===== config.mk =====
export PLATFORM = sky130hd
export DESIGN_NAME = matrix_scan_bcm
export DESIGN_NICKNAME = d
export VERILOG_FILES = /design/src/rtl/matrix_scan_bcm.sv
export SDC_FILE = /design/constraint.sdc
export NUM_CORES = 1
export LEC_CHECK = 0
export CAP_MARGIN = 20
export CORE_UTILIZATION = 51
export CTS_CLUSTER_DIAMETER = 80
export DETAILED_ROUTE_END_ITERATION = 12
export PLACE_DENSITY_LB_ADDON = 0.1
export SYNTH_ARGS = -nofsm -noshare
export SYNTH_HDL_FRONTEND = slang
export SYNTH_SLANG_ARGS = --single-unit

===== constraint.sdc =====
create_clock -name clk_in -period 6.3 [get_ports clk_in]
set_clock_uncertainty 0.2 [all_clocks]
set_input_delay 1.575 -clock clk_in [delete_from_list [all_inputs] [get_ports clk_in]]
set_output_delay 1.575 -clock clk_in [all_outputs]
set_load 0.02 [all_outputs]

===== src/rtl/matrix_scan_bcm.sv =====
// matrix_scan_bcm: HUB75-style panel scanner with binary-coded modulation.
// The next bit-plane is shifted in while the current one is on display, and a
// global dim value scales the output-enable on-time of every display period.
// Optional build macro MATRIX_SCAN_DEADTIME_EN inserts DEAD_CYCLES of blanking
// before each row latch and after each latch, ahead of the display period.
`default_nettype none

module matrix_scan_bcm #(
  parameter int COLUMNS        = 64,
  parameter int ROW_ADDR_WIDTH = 4,
  parameter int BIT_DEPTH      = 6,
  parameter int BASE_ON_CYCLES = 32,
  parameter int DEAD_CYCLES    = 4
) (
  input  logic                        clk_in,
  input  logic                        reset,
  input  logic [7:0]                  dim,
  output logic [$clog2(COLUMNS)-1:0]  column_address,
  output logic [ROW_ADDR_WIDTH-1:0]   row_address,
  output logic [ROW_ADDR_WIDTH-1:0]   row_address_active,
  output logic                        pixel_load_start,
  output logic                        clk_pixel,
  output logic                        row_latch,
  output logic                        output_enable,
  output logic [BIT_DEPTH-1:0]        brightness_mask,
  output logic                        frame_start
);

  localparam int COL_W   = $clog2(COLUMNS);
  localparam int PL_W    = (BIT_DEPTH > 1) ? $clog2(BIT_DEPTH) : 1;
  localparam int PER_MAX = BASE_ON_CYCLES << (BIT_DEPTH - 1);
  localparam int CNT_W   = $clog2(PER_MAX + 1);
  localparam int PROD_W  = CNT_W + 9;
`ifdef MATRIX_SCAN_DEADTIME_EN
  localparam int DEAD_EFF = DEAD_CYCLES;
`else
  // Blanking disabled: DEAD_CYCLES has no effect on timing.
  localparam int DEAD_EFF = DEAD_CYCLES * 0;
`endif
  localparam int DEAD_W = (DEAD_EFF > 1) ? $clog2(DEAD_EFF) : 1;
  localparam logic [DEAD_W-1:0] DEAD_LAST = DEAD_W'((DEAD_EFF > 0) ? DEAD_EFF - 1 : 0);

  typedef enum logic [1:0] {L_IDLE, L_LOAD, L_WAIT} ld_state_t;
  typedef enum logic [1:0] {D_DONE, D_LEAD, D_RUN, D_TAIL} dp_state_t;

  ld_state_t                 ld_state, ld_next;
  logic [COL_W-1:0]          col, col_nx;
  logic                      phase, phase_nx;
  logic [BIT_DEPTH-1:0]      mask, mask_nx;
  logic [ROW_ADDR_WIDTH-1:0] row, row_nx;
  logic [ROW_ADDR_WIDTH-1:0] act, act_nx;

  dp_state_t                 dp_state, dp_next;
  logic [CNT_W-1:0]          cnt, cnt_nx;
  logic [DEAD_W-1:0]         dead, dead_nx;
  logic [CNT_W-1:0]          period, period_nx;
  logic [CNT_W-1:0]          on_cyc, on_nx;

  logic                      latch;
  logic [PL_W-1:0]           plane_idx;
  logic [CNT_W-1:0]          per_load;
  logic [CNT_W-1:0]          per_sel;
  logic [PROD_W-1:0]         on_prod;
  logic [CNT_W-1:0]          on_calc;

  // Latch happens when a plane is fully shifted in and the previous display is over.
  assign latch = (ld_state == L_WAIT) && (dp_state == D_DONE);

  // Period of the plane being loaded and the dimmed on-time of the period about to start.
  always_comb begin
    plane_idx = '0;
    for (int b = 0; b < BIT_DEPTH; b++) begin
      if (mask[b]) plane_idx = PL_W'(b);
    end
    per_load = CNT_W'(BASE_ON_CYCLES) << plane_idx;
    per_sel  = (dp_state == D_DONE) ? per_load : period;
    on_prod  = PROD_W'(per_sel) * PROD_W'({1'b0, dim} + 9'd1);
    on_calc  = CNT_W'(on_prod >> 8);
  end

  // Loader next-state: two cycles per column, then wait for the latch and advance plane/row.
  always_comb begin
    ld_next  = ld_state;
    col_nx   = col;
    phase_nx = phase;
    mask_nx  = mask;
    row_nx   = row;
    act_nx   = act;
    case (ld_state)
      L_IDLE: ld_next = L_LOAD;
      L_LOAD: begin
        if (!phase) begin
          phase_nx = 1'b1;
        end else begin
          phase_nx = 1'b0;
          if (col == COL_W'(COLUMNS - 1)) begin
            col_nx  = '0;
            ld_next = L_WAIT;
          end else begin
            col_nx = col + COL_W'(1);
          end
        end
      end
      L_WAIT: begin
        if (latch) begin
          act_nx  = row;
          ld_next = L_LOAD;
          if (mask[BIT_DEPTH-1]) begin
            mask_nx = BIT_DEPTH'(1);
            row_nx  = row + ROW_ADDR_WIDTH'(1);
          end else begin
            mask_nx = mask << 1;
          end
        end
      end
      default: ld_next = L_IDLE;
    endcase
  end

  // Loader state register.
  always_ff @(posedge clk_in or negedge reset) begin
    if (!reset) begin
      ld_state <= L_IDLE;
      col      <= '0;
      phase    <= 1'b0;
      mask     <= BIT_DEPTH'(1);
      row      <= '0;
      act      <= '0;
    end else begin
      ld_state <= ld_next;
      col      <= col_nx;
      phase    <= phase_nx;
      mask     <= mask_nx;
      row      <= row_nx;
      act      <= act_nx;
    end
  end

  // Display next-state: optional leading blank, timed period, optional trailing blank.
  always_comb begin
    dp_next   = dp_state;
    cnt_nx    = cnt;
    dead_nx   = dead;
    period_nx = period;
    on_nx     = on_cyc;
    case (dp_state)
      D_DONE: begin
        if (latch) begin
          period_nx = per_load;
          cnt_nx    = '0;
          dead_nx   = '0;
          if (DEAD_EFF > 0) begin
            dp_next = D_LEAD;
          end else begin
            dp_next = D_RUN;
            on_nx   = on_calc;
          end
        end
      end
      D_LEAD: begin
        if (dead == DEAD_LAST) begin
          dead_nx = '0;
          dp_next = D_RUN;
          on_nx   = on_calc;
        end else begin
          dead_nx = dead + DEAD_W'(1);
        end
      end
      D_RUN: begin
        if (cnt == period - CNT_W'(1)) begin
          cnt_nx  = '0;
          dp_next = (DEAD_EFF > 0) ? D_TAIL : D_DONE;
        end else begin
          cnt_nx = cnt + CNT_W'(1);
        end
      end
      D_TAIL: begin
        if (dead == DEAD_LAST) begin
          dead_nx = '0;
          dp_next = D_DONE;
        end else begin
          dead_nx = dead + DEAD_W'(1);
        end
      end
      default: dp_next = D_DONE;
    endcase
  end

  // Display state register; idle after reset counts as a finished display.
  always_ff @(posedge clk_in or negedge reset) begin
    if (!reset) begin
      dp_state <= D_DONE;
      cnt      <= '0;
      dead     <= '0;
      period   <= '0;
      on_cyc   <= '0;
    end else begin
      dp_state <= dp_next;
      cnt      <= cnt_nx;
      dead     <= dead_nx;
      period   <= period_nx;
      on_cyc   <= on_nx;
    end
  end

  assign column_address     = col;
  assign row_address        = row;
  assign row_address_active = act;
  assign brightness_mask    = mask;
  assign pixel_load_start   = (ld_state == L_LOAD) && !phase;
  assign clk_pixel          = (ld_state == L_LOAD) && phase;
  assign row_latch          = latch;
  assign output_enable      = (dp_state == D_RUN) && (cnt < on_cyc);
  assign frame_start        = latch && mask[0] && (row == '0);

endmodule

`default_nettype wire

## Word-level counts from Yosys, hierarchy flattened

Index checks and enable logic that the tools add are counted.

| word-level totals | value |
|---|---|
| word-level logic and storage cells | 84 |
| input bits | 10 |
| register bits after elaboration | 59 |
| output and inout bits | 25 |

| cells by class | value |
|---|---|
| $add $sub $neg | 6 |
| equality and inequality tests | 14 |
| shift operators | 1 |
| order comparisons | 1 |
| $mul | 1 |
| muxes and demuxes | 27 |
| reductions and logical operators | 23 |

Operators by type and width:

| cell | count |
|---|---|
| $mux W11 | 5 |
| $pmux W11 S2 | 2 |
| $mul A11 B9 Y19 | 1 |
| $mux W2 | 9 |
| $ne A2 B2 Y1 const B | 7 |
| $mux W6 | 2 |
| $add A11 B1 Y11 const B | 1 |
| $eq A11 B11 Y1 | 1 |
| $lt A11 B11 Y1 | 1 |
| $shl A6 B3 Y11 const A | 1 |
| $sub A11 B1 Y11 const B | 1 |
| $reduce_and A2 Y1 | 5 |
| $add A8 B1 Y9 const B | 1 |
| $reduce_and A3 Y1 | 3 |
| $pmux W2 S4 | 1 |
| $add A6 B1 Y6 const B | 1 |
| $eq A2 B2 Y1 const B | 3 |
| $eq A6 B6 Y1 const B | 1 |
| $logic_and A1 B1 Y1 | 6 |
| $mux W3 | 2 |
| $pmux W2 S3 | 1 |
| $reduce_bool A2 Y1 | 3 |
| $add A4 B1 Y4 const B | 1 |
| $eq A2 B1 Y1 const B | 2 |
| other kinds (8) | 12 |

## Longest topological paths before layout

Gate-level depths: netlist (run 1).

| depth | value |
|---|---|
| depth in word-level cells | 10 |
| gate-level depth with buffers | 21 |
| depth with buffers taken out | 20 |

## Worst setup path after synthesis (run 1)

OpenSTA, ideal clock, no wires.

| path | value |
|---|---|
| path type | input to register |
| start | input port dim[0] |
| end | register on_cyc[10] |
| cell stages on the path | 18 |
| data required time | 5966 ps |
| path buffers | 0 |
| path slack | 219 ps |
| arrival | 5748 ps |
| cell sequence | ha_1 -> and3_1 -> nand3_1 -> xor2_1 -> or2_2 -> fa_1 -> fa_1 -> inv_1 -> fa_1 -> inv_1 -> fa_1 -> inv_1 -> ha_1 -> a21oi_1 -> a21oi_1 -> o31ai_1 -> xnor2_1 -> o21ai_0 |

| between the ends | value |
|---|---|
| longest elaborated chain between the ends | 4 |
| elaborated cells between the ends (all ways) | 5 |
| those cells by class | 1 x add/sub; 1 x mul; 3 x mux |

RTL lines:

| element | line | text |
|---|---|---|
| start, declared | 17 | `input logic [7:0] dim,` |
| $add A8 B1 Y9 * | 77 | `on_prod = PROD_W'(per_sel) * PROD_W'({1'b0, dim} + 9'd1);` |
| $mul A11 B9 Y19 * | 77 |  |
| $mux W11 (on tied branches) | 161, 148 |  |
| $pmux W11 S2 * | 146 | `case (dp_state)` |
| end signal, assigned | 202 | `on_cyc <= on_nx;` |
| end, declared | 57 | `logic [CNT_W-1:0] on_cyc, on_nx;` |

Every way passes the cells marked *; elsewhere a longest branch is shown, timed or not. The select of a mux whose other input is x is not followed.
A chain may end at the register's enable or synchronous reset.

## Worst setup path in the final report (run 1)

| path | value |
|---|---|
| start | input port dim[1] |
| end | register on_cyc[10] |

Same word-level chain as after synthesis.

==> flow_summary_export.csv, run 1 <==
group,metric,value,unit
outcome,outcome,"finished clean",
drt,route.met3.wl,147,um
clock_network,post-cts-setup-buffers,0,
die,die_h,96.5,um
critical_path,crit_path_start_kind,"input pin",
timing,layout_min_cycle_time,6.07,ns
global_route,grt_pass1_vias,3362,
drt,remaining_drc_errors,0,
die,fp.dieW,96.5,um
clock_network,cts.htree.levels,2,
critical_path,crit_family,"adder cells",
timing,final_hold_viol_count,0,
critical_path,crit_fanout,3,
die,ios,35,
critical_path,cp_num_buf_inv,5,
drt,vias_per_cell,5.27,
timing,fin_crit_sh,0.963,
power,power_leakage,2.72,nW
logic_synthesis,yosys.area.top_type,"dfrtp_1",
drt,highest_layer,"met4",
critical_path,crit_arrival,6.05,ns
logic_synthesis,ys_seq_elements,52,
layout,diodes,0,
clock_network,clock_path_buffers,2,
clock_network,clk_latency,0.31,ns
critical_path,required,6.28,ns
logic_synthesis,ys_warn_count,0,
logic_synthesis,syn-num-nets,603,
logic_synthesis,synth.most_common_cell,"nand2_1",
logic_synthesis,netlist_instances,518,
drt,wl_per_cell,13.7,um
critical_path,cp_slowest_cell,"fa_1",
drt,num_vias,3629,
critical_path,path_cells,"clkdlybuf4s50_1, ha_2, and3_4, buf_4, xnor2_1, or2_2, fa_1, fa_1, inv_1, fa_1, inv_1, fa_1, inv_1, ha_4, a21oi_2, a21oi_2, o31ai_2, xnor2_1, o21ai_0",
power,vdd_drop_max,91.1,uV
die,initial_core_util,0.525,
drt,wl_met1,4610,um
logic_synthesis,synth_cell_types,54,
layout,area_growth,17.1,%
logic_synthesis,synth-async-reset-ratio,1.00,
timing,grt_setup_unrepaired,"false",
placed_design,place_ws,-0.437,ns
layout,nFillCells,799,
logic_synthesis,syn-cell-area,4550,um^2
logic_synthesis,synth_common_cells,"nand2_1, inv_1, dfrtp_1",
drt,wl_met2,4540,um
critical_path,cp_common_cell,"fa_1",
critical_path,slowest_delay,0.54,ns
timing,maxSlewViolCount,0,
die,die-area,9310,um^2
placed_design,place_congestion,0.812,
drt,ant_nets,0,
layout,layout.nets,665,
clock_network,numCtsBuffers,5,
clock_network,clock_sinks,52,
critical_path,worstSetupPathType,"in -> reg",
clock_network,clk_pin_slew,0.11,ns
global_route,grt_pass1_wl,15600,um
placed_design,portBuffers,34,
global_route,grt_max_degree,53,
timing,finalSetupTns,0,ns
drt,first_iter_violations,94,
global_route,overflow,0,
die,core,8680,um^2
timing,worst_pin_slew,0.774,ns
global_route,grt_usage,0.215,
logic_synthesis,avgSynthCellArea,8.79,um^2
logic_synthesis,synth_flop_cell,"dfrtp_1",
drt,wirelength,9410,um
placed_design,dp_hpwl,7340,um
logic_synthesis,synth_edf_count,0,
clock_network,cts_tree,"yes",
timing,fmax,165,MHz
logic_synthesis,yosysTopAreaCellShare,0.280,
power,power_density,111,nW/um^2
logic_synthesis,netlist_top_cells_area,"dfrtp_1, ha_1, fa_1",
clock_network,clockRootBuffer,"clkbuf_8",
drt,dr.pass1.iters,4,
logic_synthesis,synth.yosys.seq_area_share,0.286,
global_route,antenna_found_initial,0,
layout,drive_gt1_frac,0.124,
timing,setup_ws,0.231,ns
timing,maxSlewHeadroom,0.484,
timing,setup_viol,0,
worst_hold_path,hold_class,"reg -> reg",
critical_path,endpoint_kind,"flop",
power,power,0.000593,W
die,placementRows,34,
flow_run,drv_cap,0,
==> placed cells by master, fill, tap and decap left out, types with 4 or more instances in the layout <==
cell type / count
nand4_1: 5
or2_2: 14
clkdlybuf4s50_1: 32
ha_1: 45
and3_1: 5
nand2_1: 68
buf_4: 33
clkbuf_8: 5
inv_1: 66
nand3_1: 12
fa_1: 28
a21oi_1: 11
nor3b_1: 4
nand2b_1: 11
nand3b_1: 7
xor2_1: 13
a22o_1: 4
nor2_1: 50
o21ai_0: 31
nor4_1: 4
a21o_1: 7
dfrtp_1: 51
nor2b_1: 4
xnor2_1: 21
nor3_1: 6
==> logic make-up (layout without fill, tap and decap cells) <==
logic type | count (synthesis) | count (layout) | share of synthesized area
flops | 52 | 52 | 0.286
simple gates | 200 | 200 | 0.213
compound gates | 76 | 76 | 0.108
fa+ha+maj | 75 | 75 | 0.252
mux | 3 | 3 | 0.00687
buf+inv | 78 | 141 | 0.0687
xor+xnor | 34 | 34 | 0.0654
==> final timing paths <==
kind	startpoint	endpoint	slack, ns	cells after the start
setup / recovery	dim[1]	on_cyc[10]$_DFFE_PN0P_	0.23	19
hold / removal	on_cyc[4]$_DFFE_PN0P_	on_cyc[4]$_DFFE_PN0P_	0.29	2
setup reg to reg	brightness_mask[5]$_DFFE_PN0P_	on_cyc[10]$_DFFE_PN0P_	1.11	19
hold reg to reg	on_cyc[4]$_DFFE_PN0P_	on_cyc[4]$_DFFE_PN0P_	0.29	2
max in group asynchronous	reset	brightness_mask[5]$_DFFE_PN0P_	4.28	2
min in group asynchronous	reset	column_address[0]$_DFFE_PN0P_	1.18	2
==> metrics by stage <==
stage | hold WS, ns | std cells | instance area (um^2) | util
after floorplan | 0.247 | 518 | 4550 | -
after global placement | 0.259 | 681 | 5210 | 0.600
after detailed placement | 0.272 | 681 | 5210 | 0.600
after CTS | 0.290 | 689 | 5320 | 0.613
after global routing | 0.304 | 689 | 5340 | 0.615
final | 0.290 | 689 | 5340 | 0.615
==> routing by layer <==
| layer | global-route usage | vias to the layer above |
|---|---|---|
| met3 | 0.0250 | 8 |
| met1 | 0.299 | 1755 |
| met5 | 0 | - |
| met4 | 0.0515 | 0 |
| li1 | - | 1830 |
| met2 | 0.359 | 36 |
==> worst min-delay path: stages, from the launching register on <==
cell     delay, ns
dfrtp_1       0.36
nand2_1       0.04
o21ai_0       0.06
==> cell type report <==
cell class / instances / area (um^2) / area share
clock inverter: 3 / 21.3 / 0.00399
clock buffer: 5 / 68.8 / 0.0129
multi-input combinational: 388 / 2970 / 0.557
inverter: 66 / 248 / 0.0464
timing repair buffer: 67 / 586 / 0.110
tap: 108 / 135 / 0.0253
sequential: 52 / 1300 / 0.244
==> flip-flops by register name, summed over array words and instances (netlist names) <==
register,flops
brightness_mask,6
ld_state,2
phase,1
dp_state,1
row_address_active,4
cnt,11
row_address,4
column_address,6
period,6
on_cyc,11
==> timing repair <==
action                                 4_1_cts  5_1_grt
pin swaps                                    1        5
setup endpoints to repair                    1        3
hold buffers                                 0        0
gates resized for setup                      3        6
endpoints found under the hold margin        0        0
==> where the power goes <==
group / switching (W) / internal, W
clock network: 0.000119 / 0.0000792
registers: 0.000000635 / 0.000337
logic: 0.0000318 / 0.0000265
total: 0.000151 / 0.000442
Power figures use the tool's default switching activity.
==> run 2: changes to the inputs <==
- CORE_UTILIZATION: 51 -> 45
- SETUP_SLACK_MARGIN: unset -> 0.1
==> run 2 against run 1 <==
Compared with the run above:
- utilization down 6.2 points
- clock power up 19%
- critical path depth down 1
- register-to-register slack worse by 0.02 ns
- final cell count up 3.6%
- combinational power down 0.7%
- non-clock buffer count unchanged
- global-route usage down 1.9 points
- worst setup slack better by 0.11 ns
- highest routed layer unchanged
- die area up 13%
- first-iteration DRC count up 36%
==> flow_summary_export.csv, run 2 (synthesis gave the netlist of run 1 again) <==
group,metric,value,unit
timing,grt_setup_unrepaired,"false",
clock_network,cts.htree.levels,2,
timing,setup_viol,0,
timing,layout_min_cycle_time,5.96,ns
layout,regArea,1300,um^2
critical_path,worstSetupPathType,"in -> reg",
layout,final_core_util,0.552,
global_route,antenna_found_initial,0,
die,die-area,10500,um^2
clock_network,clock_path_buffers,2,
clock_network,clockRootBuffer,"clkbuf_8",
placed_design,dp_hpwl,7530,um
layout,drive_gt1_frac,0.126,
die,placementRows,36,
worst_hold_path,hold_class,"reg -> reg",
layout,nFillCells,906,
layout,layout.nets,665,
placed_design,portBuffers,34,
drt,wl_per_cell,13.2,um
power,vdd_drop_max,87.4,uV
layout,top_regs,"cnt x11, on_cyc x11",
clock_network,cts_hold_buf,0,
layout,diodes,0,
clock_network,clk_latency,0.31,ns
critical_path,crit_path_start_kind,"input pin",
global_route,grt_usage,0.196,
global_route,grt_max_degree,53,
placed_design,place_congestion,0.833,
layout,multi_input_area,2980,um^2
layout,final_common_cell,"nand2_1",
critical_path,required,6.32,ns
layout,mostFrequentLayoutCells,"nand2_1, inv_1, dfrtp_1",
critical_path,r2r_setup_slack,1.09,ns
drt,vias_per_cell,5.08,
clock_network,numCtsBuffers,5,
timing,fin_crit_sh,0.946,
timing,finalSetupTns,0,ns
drt,dr.pass1.iters,4,
clock_network,cts_tree,"yes",
critical_path,crit_arrival,5.97,ns
outcome,outcome,"finished clean",
clock_network,clock_sinks,52,
power,power_density,117,nW/um^2
clock_network,clk_pin_slew,0.08,ns
global_route,grt_pass1_wl,16500,um
drt,num_vias,3624,
drt,ant_nets,0,
die,core,9770,um^2
global_route,overflow,0,
global_route,grt_pass1_vias,3585,
timing,maxSlewViolCount,0,
power,power_leakage,2.76,nW
critical_path,endpoint_kind,"flop",
timing,final_hold_viol_count,0,
critical_path,crit_fanout,3,
die,initial_core_util,0.466,
die,fp.dieW,103,um
layout,area_growth,18.5,%
drt,remaining_drc_errors,0,
drt,first_iter_violations,128,
die,ios,35,
timing,maxSlewHeadroom,0.444,
timing,worst_pin_slew,0.833,ns
flow_run,drv_cap,0,
drt,wirelength,9410,um
timing,fmax,168,MHz
die,die_h,103,um
run 2: cell types whose count changed in the layout (fill, tap and decap cells not counted), sizes merged:
| cell | delta |
|---|---|
| bufinv | +1 |
| clkbuf | +1 |
| clkdlybuf4s50 | -3 |
| clkinv | -1 |
| clkinvlp | -1 |
| dlymetal6s2s | +3 |
run 2: final timing paths:
kind	start	end	depth (start not counted)
min in group asynchronous	reset	column_address[5]$_DFFE_PN0P_	2
worst max-delay path	dim[6]	on_cyc[8]$_DFFE_PN0P_	18
worst min-delay path	on_cyc[5]$_DFFE_PN0P_	on_cyc[5]$_DFFE_PN0P_	2
worst max register to register	brightness_mask[5]$_DFFE_PN0P_	on_cyc[8]$_DFFE_PN0P_	19
max in group asynchronous	reset	on_cyc[8]$_DFFE_PN0P_	2
worst min register to register	on_cyc[5]$_DFFE_PN0P_	on_cyc[5]$_DFFE_PN0P_	2
run 2: worst max-delay path, stage by stage:
cell             delay (ns)
clkdlybuf4s50_1        0.47
and3_1                 0.18
buf_4                  0.10
nand3_1                0.08
or2_2                  0.33
fa_1                   0.51
fa_1                   0.54
inv_1                  0.05
fa_1                   0.52
inv_1                  0.05
fa_1                   0.52
inv_1                  0.06
ha_4                   0.27
nand4_1                0.12
a21oi_2                0.22
nor2_1                 0.07
xor2_1                 0.14
o21ai_0                0.14
run 2: metal layers:
metal / global-route usage / part of all wire / up-vias / wire (um)
met5: 0 / 0 / - / 0
met3: 0.0271 / 0.042 / 9 / 400
met4: 0.0440 / 0.0097 / 0 / 91
met1: 0.263 / 0.47 / 1721 / 4410
li1: - / - / 1831 / -
met2: 0.335 / 0.48 / 63 / 4510
run 2: stage by stage:
stage,total power [W],cell area (um^2),hold slack [ns],instances,setup slack [ns]
after floorplan,0.000370,4550,0.247,518,0.219
after global placement,0.000401,5240,0.262,706,-0.266
after detailed placement,0.000402,5240,0.272,706,-0.327
after CTS,0.000639,5370,0.292,714,0.135
after global routing,0.000661,5400,0.313,714,0.110
final,0.000631,5400,0.284,714,0.343
run 2: timing repair:
action                     CTS  global route
setup buffers                0             0
gates resized for setup      3            10
pin swaps                    1             5
setup endpoints to repair    1             4
run 2: report_power, final:
part / total (W) / leakage (nW) / switching [W] / internal (W)
Sequential: 0.000337 / 0.654 / 0.000000656 / 0.000337
Clock: 0.000236 / 0.0558 / 0.000116 / 0.000120
Combinational: 0.0000578 / 2.05 / 0.0000315 / 0.0000262
run 2: layout make-up:
type / count / area share
Clock inverter: 2 / 0.00718
Tap cell: 133 / 0.0308
Timing Repair Buffer: 67 / 0.110
Clock buffer: 6 / 0.0134
Sequential cell: 52 / 0.241
Inverter: 66 / 0.0459
Multi-Input combinational cell: 388 / 0.552
==> run 3: changes to the inputs <==
- CORE_ASPECT_RATIO: unset -> 0.6
==> run 3 against run 2 <==
Compared with the run above:
- register-to-register slack about the same
- sequential power about the same
- first-iteration DRC count increased by 52%
- critical path depth unchanged
- utilization increased by 0.78 points
- global-route usage increased by 1.3 points
- via count increased by 2.2%
- highest routed layer unchanged
- worst setup slack got worse by 0.059 ns
- clock power increased by 33%
- sequential cell count unchanged
- largest cell class unchanged
- count of clock-buffer cells in the layout decreased by 1
- sequential share of layout area decreased by 0.50 points
==> flow_summary_export.csv, run 3 (synthesis gave the netlist of run 1 again) <==
group,metric,value,unit
layout,nFillCells,926,
layout,mostFrequentLayoutCells,"nand2_1, inv_1, dfrtp_1",
clock_network,cts_hold_buf,0,
timing,fmax,166,MHz
clock_network,cts.htree.levels,2,
layout,top_regs,"cnt x11, on_cyc x11",
drt,remaining_drc_errors,0,
layout,layout.nets,669,
die,die_h,79.9,um
timing,final_hold_viol_count,0,
power,swShare,0.227,
timing,maxSlewViolCount,0,
die,fp.dieW,132,um
power,p_clk_frac,0.442,
clock_network,cts_tree,"yes",
power,p_int,0.000550,W
global_route,grt_pass1_wl,17400,um
die,core,9840,um^2
clock_network,clockRootBuffer,"clkbuf_16",
clock_network,clk_pin_slew,0.07,ns
timing,hold_ws,0.282,ns
layout,multi_input_area,3010,um^2
drt,wl_per_cell,14.4,um
die,placementRows,28,
clock_network,numCtsBuffers,5,
power,vdd_drop_max,96.8,uV
global_route,grt_usage,0.209,
timing,setup_viol,0,
power,p_seq_frac,0.474,
timing,worst_pin_slew,0.824,ns
drt,wirelength,10300,um
placed_design,dp_hpwl,8060,um
clock_network,clock_sinks,52,
global_route,grt_max_degree,53,
layout,area_growth,21.1,%
power,power_leakage,2.81,nW
die,ios,35,
layout,drive_gt1_frac,0.137,
drt,first_iter_violations,195,
critical_path,crit_path_start_kind,"input pin",
clock_network,clock_path_buffers,2,
timing,finalSetupTns,0,ns
timing,maxSlewHeadroom,0.451,
drt,ant_nets,0,
placed_design,portBuffers,34,
global_route,overflow,0,
timing,layout_min_cycle_time,6.02,ns
critical_path,endpoint_kind,"flop",
global_route,antenna_found_initial,0,
die,die-area,10500,um^2
drt,num_vias,3702,
flow_run,drv_cap,0,
worst_hold_path,hold_class,"reg -> reg",
critical_path,crit_fanout,3,
global_route,grt_pass1_vias,3471,
timing,fin_crit_sh,0.955,
critical_path,crit_arrival,5.99,ns
layout,regArea,1300,um^2
critical_path,worstSetupPathType,"in -> reg",
clock_network,clk_latency,0.30,ns
die,initial_core_util,0.463,
outcome,outcome,"finished clean",
layout,diodes,0,
layout,final_common_cell,"nand2_1",
power,power_density,129,nW/um^2
power,power.switching,0.000161,W
placed_design,place_congestion,0.812,
timing,grt_setup_unrepaired,"false",
critical_path,required,6.28,ns
drt,dr.pass1.iters,5,
drt,vias_per_cell,5.14,
power,p_comb_frac,0.084,
## run 3: layer usage
layer | global-route usage | part of all wire | up-vias
li1 | - | - | 1840
met1 | 0.325 | 0.55 | 1787
met2 | 0.301 | 0.41 | 69
met3 | 0.0375 | 0.037 | 6
met4 | 0.0337 | 0.0061 | 0
met5 | 0 | 0 | -
## run 3: layout make-up
| class | count | area share |
|---|---|---|
| Tap cell | 135 | 0.0306 |
| Clock buffer | 5 | 0.0227 |
| Sequential cell | 52 | 0.236 |
| Clock inverter | 3 | 0.00771 |
| Inverter | 66 | 0.0449 |
| Multi-Input combinational cell | 388 | 0.545 |
| Timing Repair Buffer | 71 | 0.112 |
## run 3: through the flow
step           utilization  std cells  setup WS (ns)  power, W  cell area [um^2]
2_1_floorplan            -        518          0.219  0.000370              4550
3_3_place_gp         0.534        710         -0.384  0.000402              5260
3_5_place_dp         0.534        710         -0.519  0.000403              5260
4_1_cts              0.556        719          0.153  0.000716              5470
5_1_grt              0.560        720         0.0957  0.000742              5510
6_report             0.560        720          0.285  0.000712              5510
## run 3: worst paths after layout
check	startpoint	slack [ns]	cells past startpoint	endpoint
worst max-delay path	dim[5]	0.28	18	on_cyc[10]$_DFFE_PN0P_
worst min-delay path	on_cyc[5]$_DFFE_PN0P_	0.28	2	on_cyc[5]$_DFFE_PN0P_
worst max register to register	brightness_mask[5]$_DFFE_PN0P_	1.09	19	on_cyc[7]$_DFFE_PN0P_
worst min register to register	on_cyc[5]$_DFFE_PN0P_	0.28	2	on_cyc[5]$_DFFE_PN0P_
max in group asynchronous	reset	4.27	2	cnt[5]$_DFFE_PN0P_
min in group asynchronous	reset	1.20	2	column_address[4]$_DFFE_PN0P_
## run 3: power by group through the flow
stage,clock (W),sequential [W],combinational (W)
2_1_floorplan,0,0.000344,0.0000263
3_3_place_gp,0,0.000344,0.0000581
3_5_place_dp,0,0.000344,0.0000591
4_1_cts,0.000319,0.000338,0.0000597
5_1_grt,0.000337,0.000337,0.0000680
6_report,0.000315,0.000338,0.0000595
## run 3: critical path, stage by stage
cell	delay, ns
clkdlybuf4s50_1	0.48
and3_4	0.19
nor2b_4	0.16
xnor2_2	0.08
or2_4	0.26
fa_1	0.50
fa_1	0.54
inv_1	0.05
fa_1	0.52
inv_1	0.05
fa_1	0.52
inv_1	0.06
ha_4	0.29
nand4_1	0.14
a21oi_2	0.25
o31ai_2	0.10
xnor2_1	0.15
o21ai_1	0.07
## run 3: timing repair
item	4_1_cts	5_1_grt
endpoints found under the setup margin	4	4
resized for setup	10	11
setup buffers	1	1
endpoints found under the hold margin	0	0
pin swaps	7	5
